**config.mk**
```make
export PLATFORM = sky130hd
export DESIGN_NAME = sorted_way_streamer
export DESIGN_NICKNAME = d
export VERILOG_FILES = /design/src/rtl/sorted_way_streamer.sv
export SDC_FILE = /design/constraint.sdc
export NUM_CORES = 1
export LEC_CHECK = 0
export ABC_AREA = 1
export CORE_MARGIN = 5
export CORE_UTILIZATION = 48
export DETAILED_ROUTE_END_ITERATION = 8
export PLACE_DENSITY = 0.83
export SYNTH_ARGS = -nofsm -noshare
export SYNTH_HDL_FRONTEND = slang
export SYNTH_SLANG_ARGS = --single-unit
export TNS_END_PERCENT = 30
```
**constraint.sdc**
```tcl
create_clock -name clk_in -period 3.5 [get_ports clk_in]
set_clock_uncertainty 0.05 [all_clocks]
set_input_delay 0.35 -clock clk_in [delete_from_list [all_inputs] [get_ports clk_in]]
set_output_delay 0.35 -clock clk_in [all_outputs]
set_load 0.02 [all_outputs]
```
**src/rtl/sorted_way_streamer.sv**
```systemverilog
// -----------------------------------------------------------------------------
// sorted_way_streamer
//
// Captures one flattened, ascending-sorted vector of NUM_WAY ways in a single
// valid/ready handshake. It then emits the ways one per handshake, smallest
// slot first, with the slot index and a last marker on each element.
//
// Optional feature: define SORTED_WAY_STREAMER_DEDUP_EN to suppress repeated
// values. After emitting a way, the stream skips every following slot that
// holds the same value. The last marker then flags the element equal to the
// final slot's value.
//
// Ports:
//   clk_in             single clock, rising edge
//   reset_n_in         synchronous, active-low reset
//   sorted_flatted_in  sorted vector; way k = bits [k*W +: W], way 0 smallest
//   sorted_valid_in    vector valid
//   sorted_ready_out   block can capture a vector (idle)
//   way_data_out       current element (0 when not valid)
//   way_index_out      slot of the current element (0 when not valid)
//   way_valid_out      element valid
//   way_ready_in       downstream accepts the element
//   way_last_out       current element ends this vector (0 when not valid)
//   busy_out           streaming in progress
// -----------------------------------------------------------------------------
module sorted_way_streamer #(
  parameter  int SINGLE_WAY_WIDTH_IN_BITS = 4,
  parameter  int NUM_WAY                  = 16,
  localparam int WAY_INDEX_WIDTH          = $clog2(NUM_WAY)
) (
  input  logic                                        clk_in,
  input  logic                                        reset_n_in,
  input  logic [SINGLE_WAY_WIDTH_IN_BITS*NUM_WAY-1:0] sorted_flatted_in,
  input  logic                                        sorted_valid_in,
  output logic                                        sorted_ready_out,
  output logic [SINGLE_WAY_WIDTH_IN_BITS-1:0]         way_data_out,
  output logic [WAY_INDEX_WIDTH-1:0]                  way_index_out,
  output logic                                        way_valid_out,
  input  logic                                        way_ready_in,
  output logic                                        way_last_out,
  output logic                                        busy_out
);

  localparam int W     = SINGLE_WAY_WIDTH_IN_BITS;
  localparam int VEC_W = SINGLE_WAY_WIDTH_IN_BITS * NUM_WAY;

  typedef enum logic {
    IDLE   = 1'b0,
    STREAM = 1'b1
  } state_e;

  state_e                     state_q, state_d;
  logic [WAY_INDEX_WIDTH-1:0] index_q, index_d;
  logic [VEC_W-1:0]           vector_q, vector_d;

  logic [W-1:0]               cur_way;
  logic [WAY_INDEX_WIDTH-1:0] next_index;
  logic                       is_last;

  assign cur_way = vector_q[index_q*W +: W];

`ifdef SORTED_WAY_STREAMER_DEDUP_EN
  logic [W-1:0] final_way;

  assign final_way = vector_q[(NUM_WAY-1)*W +: W];

  // Priority search for the lowest slot above the current one that holds a
  // different value. The loop runs downward so the lowest match is written last.
  // If no slot differs, the current element already equals the final way, so
  // is_last is set and next_index is never used.
  always_comb begin
    next_index = index_q;
    for (int j = NUM_WAY - 1; j > 0; j--) begin
      if ((WAY_INDEX_WIDTH'(j) > index_q) && (vector_q[j*W +: W] != cur_way)) begin
        next_index = WAY_INDEX_WIDTH'(j);
      end
    end
  end

  assign is_last = (cur_way == final_way);
`else
  // The last slot ends the vector before the increment could wrap.
  assign next_index = index_q + WAY_INDEX_WIDTH'(1);
  assign is_last    = (index_q == WAY_INDEX_WIDTH'(NUM_WAY - 1));
`endif

  // NOTE: every signal written here gets a default first. Any path that leaves
  // a combinational output unassigned would otherwise infer a latch.
  always_comb begin
    state_d  = state_q;
    index_d  = index_q;
    vector_d = vector_q;
    case (state_q)
      IDLE: begin
        if (sorted_valid_in) begin
          vector_d = sorted_flatted_in;
          index_d  = '0;
          state_d  = STREAM;
        end
      end
      STREAM: begin
        // The captured vector is frozen here; the input bus is ignored.
        if (way_ready_in) begin
          if (is_last) begin
            index_d = '0;
            state_d = IDLE;
          end else begin
            index_d = next_index;
          end
        end
      end
      default: state_d = IDLE;
    endcase
  end

  // NOTE: sequential state uses non-blocking assignments only. This makes
  // every flop sample its _d value from before the edge.
  // NOTE: the captured vector is a plain register, not a RAM, so it is cleared
  // on reset. That keeps way_data_out at zero in the post-reset state.
  always_ff @(posedge clk_in) begin
    if (!reset_n_in) begin
      state_q  <= IDLE;
      index_q  <= '0;
      vector_q <= '0;
    end else begin
      state_q  <= state_d;
      index_q  <= index_d;
      vector_q <= vector_d;
    end
  end

  // Outputs decode registered state only. Data outputs read zero outside STREAM.
  assign sorted_ready_out = (state_q == IDLE);
  assign way_valid_out    = (state_q == STREAM);
  assign busy_out         = (state_q == STREAM);
  assign way_data_out     = way_valid_out ? cur_way : '0;
  assign way_index_out    = way_valid_out ? index_q : '0;
  assign way_last_out     = way_valid_out & is_last;

endmodule

```
Word level (Yosys, flattened, before mapping) --
Cells that the tools add are included.
Storage, ports and cells: register bits 69, latch bits 0, memory bits (writable) 0, ROM bits 0, bits of input ports 68, output and inout port bits 12, memories kept 0
Cells by class: add/sub/neg operators 1, $mul 0, divide/modulo/power cells 0, magnitude comparators 0, equal/unequal tests 3, shift operators 1, mux-type cells 10, bitwise operators 2, reduce and logical (&&, ||, !) cells 2
Operator list (number):
- indexed part select 64 x 7 -> 4 bit | 1
- two-way mux 4 bit | 5
- case mux 4 bit (2 select lines) | 1
- adder 4 x 1 -> 4 bit, second input constant | 1
- == test 4 bit, second input constant | 1
- inequality test 2 bit, second input constant | 2
- AND reduction 2 bit | 2
- two-way mux 1 bit | 3
- case mux 1 bit (2 select lines) | 1
- bitwise AND 1 bit | 1
- NOT 1 bit | 1

Longest topological paths before layout --
depth in word-level cells 4, depth in mapped cells 8, depth with buffers taken out 6

Worst setup path after synthesis --
OpenSTA, ideal clock, no wires.
kind register to output, start register index_q[0], end output port way_data_out[0], arrival 1247 ps, path slack 1853 ps, stages on the path, launching flop included 9, buffers on the path 2, cell sequence dfxtp_1 > buf_4 > buf_4 > nor2_1 > nor2_1 > nand2_1 > nand3_1 > nand3_1 > a21oi_1
On the way: word-level cells in the longest chain between the ends 2
RTL lines:
- start, declared | line 53 | logic [WAY_INDEX_WIDTH-1:0] index_q, index_d;
- start signal, assigned | line 127 | index_q <= index_d;
- indexed part select 64 x 7 -> 4 bit | line 60 | assign cur_way = vector_q[index_q*W +: W];
- two-way mux 4 bit | line 136 | assign way_data_out = way_valid_out ? cur_way : '0;
- end, declared | line 36 | output logic [SINGLE_WAY_WIDTH_IN_BITS-1:0] way_data_out,
Every way passes these cells.

Worst setup path after layout --
start register index_q[0], end output port way_data_out[2]
The elaborated chain is that of the path after synthesis.

==> out/metrics.yaml <==
insertion_delay_ps: 340
gp_congestion: 0.910
hold_violations: 0
synth_area_leaders: "dfxtp_1, nand2_1, a21oi_1"
synth_common_cells: "nand2_1, dfxtp_1, nor2_1, inv_1, a21oi_1"
grt_overflow: 0
synth_top_cell_area_share_pct: 42.5
rows: 30
slew_headroom_pct: 40.4
io_buffers: 79
fp.dieArea_sq_mm: 0.00852
drc: 0
routed_wl_um: 8240
cts_buffers: 9
cts_resized: 0
arrival_ps: 2580
synth_edf_count: 0
antenna_found_initial: 0
fin_setup_tns_ps: 0
status: "finished, final reports clean"
ys_async_sr_fraction_pct: 0
routed-wl-met3_um: 482
drtIter0Drc: 242
drive_above_1_share_pct: 6.11
fp.dieH_um: 92.3
max_clock_freq_mhz: 335
grt_pass1_wl_um: 13500
first_pass_iters: 4
seqCellArea_sq_mm: 0.00138
fillCellCount: 604
diodes: 0
syn_inst: 473
cp_max_fo: 42
ys_warn_count: 0
wl_met2_um: 4030
grt_max_degree: 101
rsz0062_at_grt: "false"
cts_setup_buffers: 0
crit_path_end_kind: "output port"
critPathRequiredTime_ps: 3100
setup_viol: 0
cts_tree: "done"
clkTransAtPathRegs_ps: 70
power.leakage_uw: 0.00168
hold_slack_ps: 404
tightest_slew_ps: 894
fin_crit_ps: 2980
num_vias: 3162
synth_cell_types: 19
yosys_register_bits: 69
hp-class: "reg2reg"
path_class: "reg2out"
clock-root-buffer: "clkbuf_8"
syn_nets: 542
m1WireLength_um: 3480
netlist_area_sq_mm: 0.00325
cp-start-kind: "flop"
powerDensity_mw_per_mm2: 426
cts_htree_levels: 3
grt.total_usage_pct: 19.7
syn_area_per_cell_sq_um: 6.87
ys.flop_type: "dfxtp_1"
yosysTopAreaCell: "dfxtp_1"
hold_depth: 2
fp.coreArea_sq_mm: 0.00668
syn2layout_area_growth_pct: 27.6
via_per_inst: 5.10
first_global_vias: 2991
irDropWorstVdd_mv: 0.251
avgRoutedWirePerCell_um: 13.3
clkSinkCount: 69
dr.max_layer_used: "met4"
dp_hpwl_um: 5970
die_w_um: 92.3
multi_input_area_sq_mm: 0.00144
reg2regPathDepth: 5
period_share_pct: 85.2
cts_buffer_depth: 2
finalMaxSlewViolations: 0
drtAntennaViolNets: 0
nNetsFinal: 604
start_util_pct: 48.7
ys_seq_area_share_pct: 42.5
synth_most_common_cell: "nand2_1"
io_pins: 80
maxCapViolCount: 0
cts.hold.buffers_added: 0
final cells by class:
type / count / share of cell area, %
clock inverters: 3 / 0.483
inverters: 62 / 5.61
clock buffers: 13 / 3.83
well taps: 80 / 2.41
repair buffers: 83 / 19.8
flip-flops and latches: 69 / 33.3
multi-input cells: 310 / 34.6
routing by layer:
metal	track usage, %	vias up
met5	0	-
met1	23.5	1421
met4	8.29	0
li1	-	1634
met2	33.2	88
met3	5.61	19
per-stage QoR:
step           instances  util, %  cell area, sq um  power, uW  setup slack (ps)
2_1_floorplan        473        -              3250       1080              1850
3_3_place_gp         604     59.4              3970       1190               951
5_1_grt              620     62.1              4150       1850               265
4_1_cts              620     62.1              4150       1780               524
3_5_place_dp         604     59.4              3970       1200               901
6_report             620     62.1              4150       1770               518
logic make-up (layout without fill, tap and decap cells):
family / after synthesis / count (layout) / share of synthesized area (%)
AOI/OAI and AO/OA: 124 / 124 / 20.1
xor gates and xnor gates: 1 / 1 / 0.269
adders and majority gates: 1 / 1 / 0.385
buffers and inverters: 94 / 161 / 13.4
DFF: 69 / 69 / 42.5
and+or+nand+nor: 184 / 184 / 23.4
report_power, final:
group | internal, uW | switching, uW
clock network | 295 | 288
registers | 845 | 26.2
logic | 145 | 169
total | 1280 | 483
worst paths after layout:
path | startpoint | end | slack (ps)
setup / recovery | index_q[0]$_SDFFE_PN0P_ | way_data_out[2] | 520
hold reg to reg | vector_q[9]$_SDFFE_PN0P_ | vector_q[9]$_SDFFE_PN0P_ | 400
setup reg to reg | busy_out$_SDFF_PN0_ | vector_q[43]$_SDFFE_PN0P_ | 1430
hold / removal | vector_q[9]$_SDFFE_PN0P_ | vector_q[9]$_SDFFE_PN0P_ | 400
layout by cell type, fill, tap and decap left out:
master / netlist / final
clkdlybuf4s50_1: 0 / 79
nand2_1: 73 / 73
dfxtp_1: 69 / 69
nor2_1: 66 / 66
inv_1: 57 / 57
a21oi_1: 50 / 50
o21ai_0: 44 / 44
nand3_1: 42 / 42
o21ai_1: 22 / 22
clkbuf_8: 0 / 11
a21oi_2: 7 / 7
inv_2: 5 / 5
buf_4: 5 / 4
nand2_4: 2 / 2
clkbuf_1: 6 / 2
clkinvlp_4: 0 / 2
a211oi_2: 1 / 1
nor3_1: 1 / 1
xor2_1: 1 / 1
ha_1: 1 / 1
clkinv_2: 0 / 1
worst max-delay path: stages (launching register included):
cell             delay [ps]
dfxtp_1                 560
buf_4                   450
nor2_1                   90
nor2_1                  100
nand2_1                  50
nand3_1                  60
nand3_1                  70
a21oi_1                 210
clkdlybuf4s50_1         640
sequential cells by signal, indices dropped and copies added (netlist names):
register,count
vector_q,64
index_q,4
busy_out,1
(Power assumes the default switching activity.)
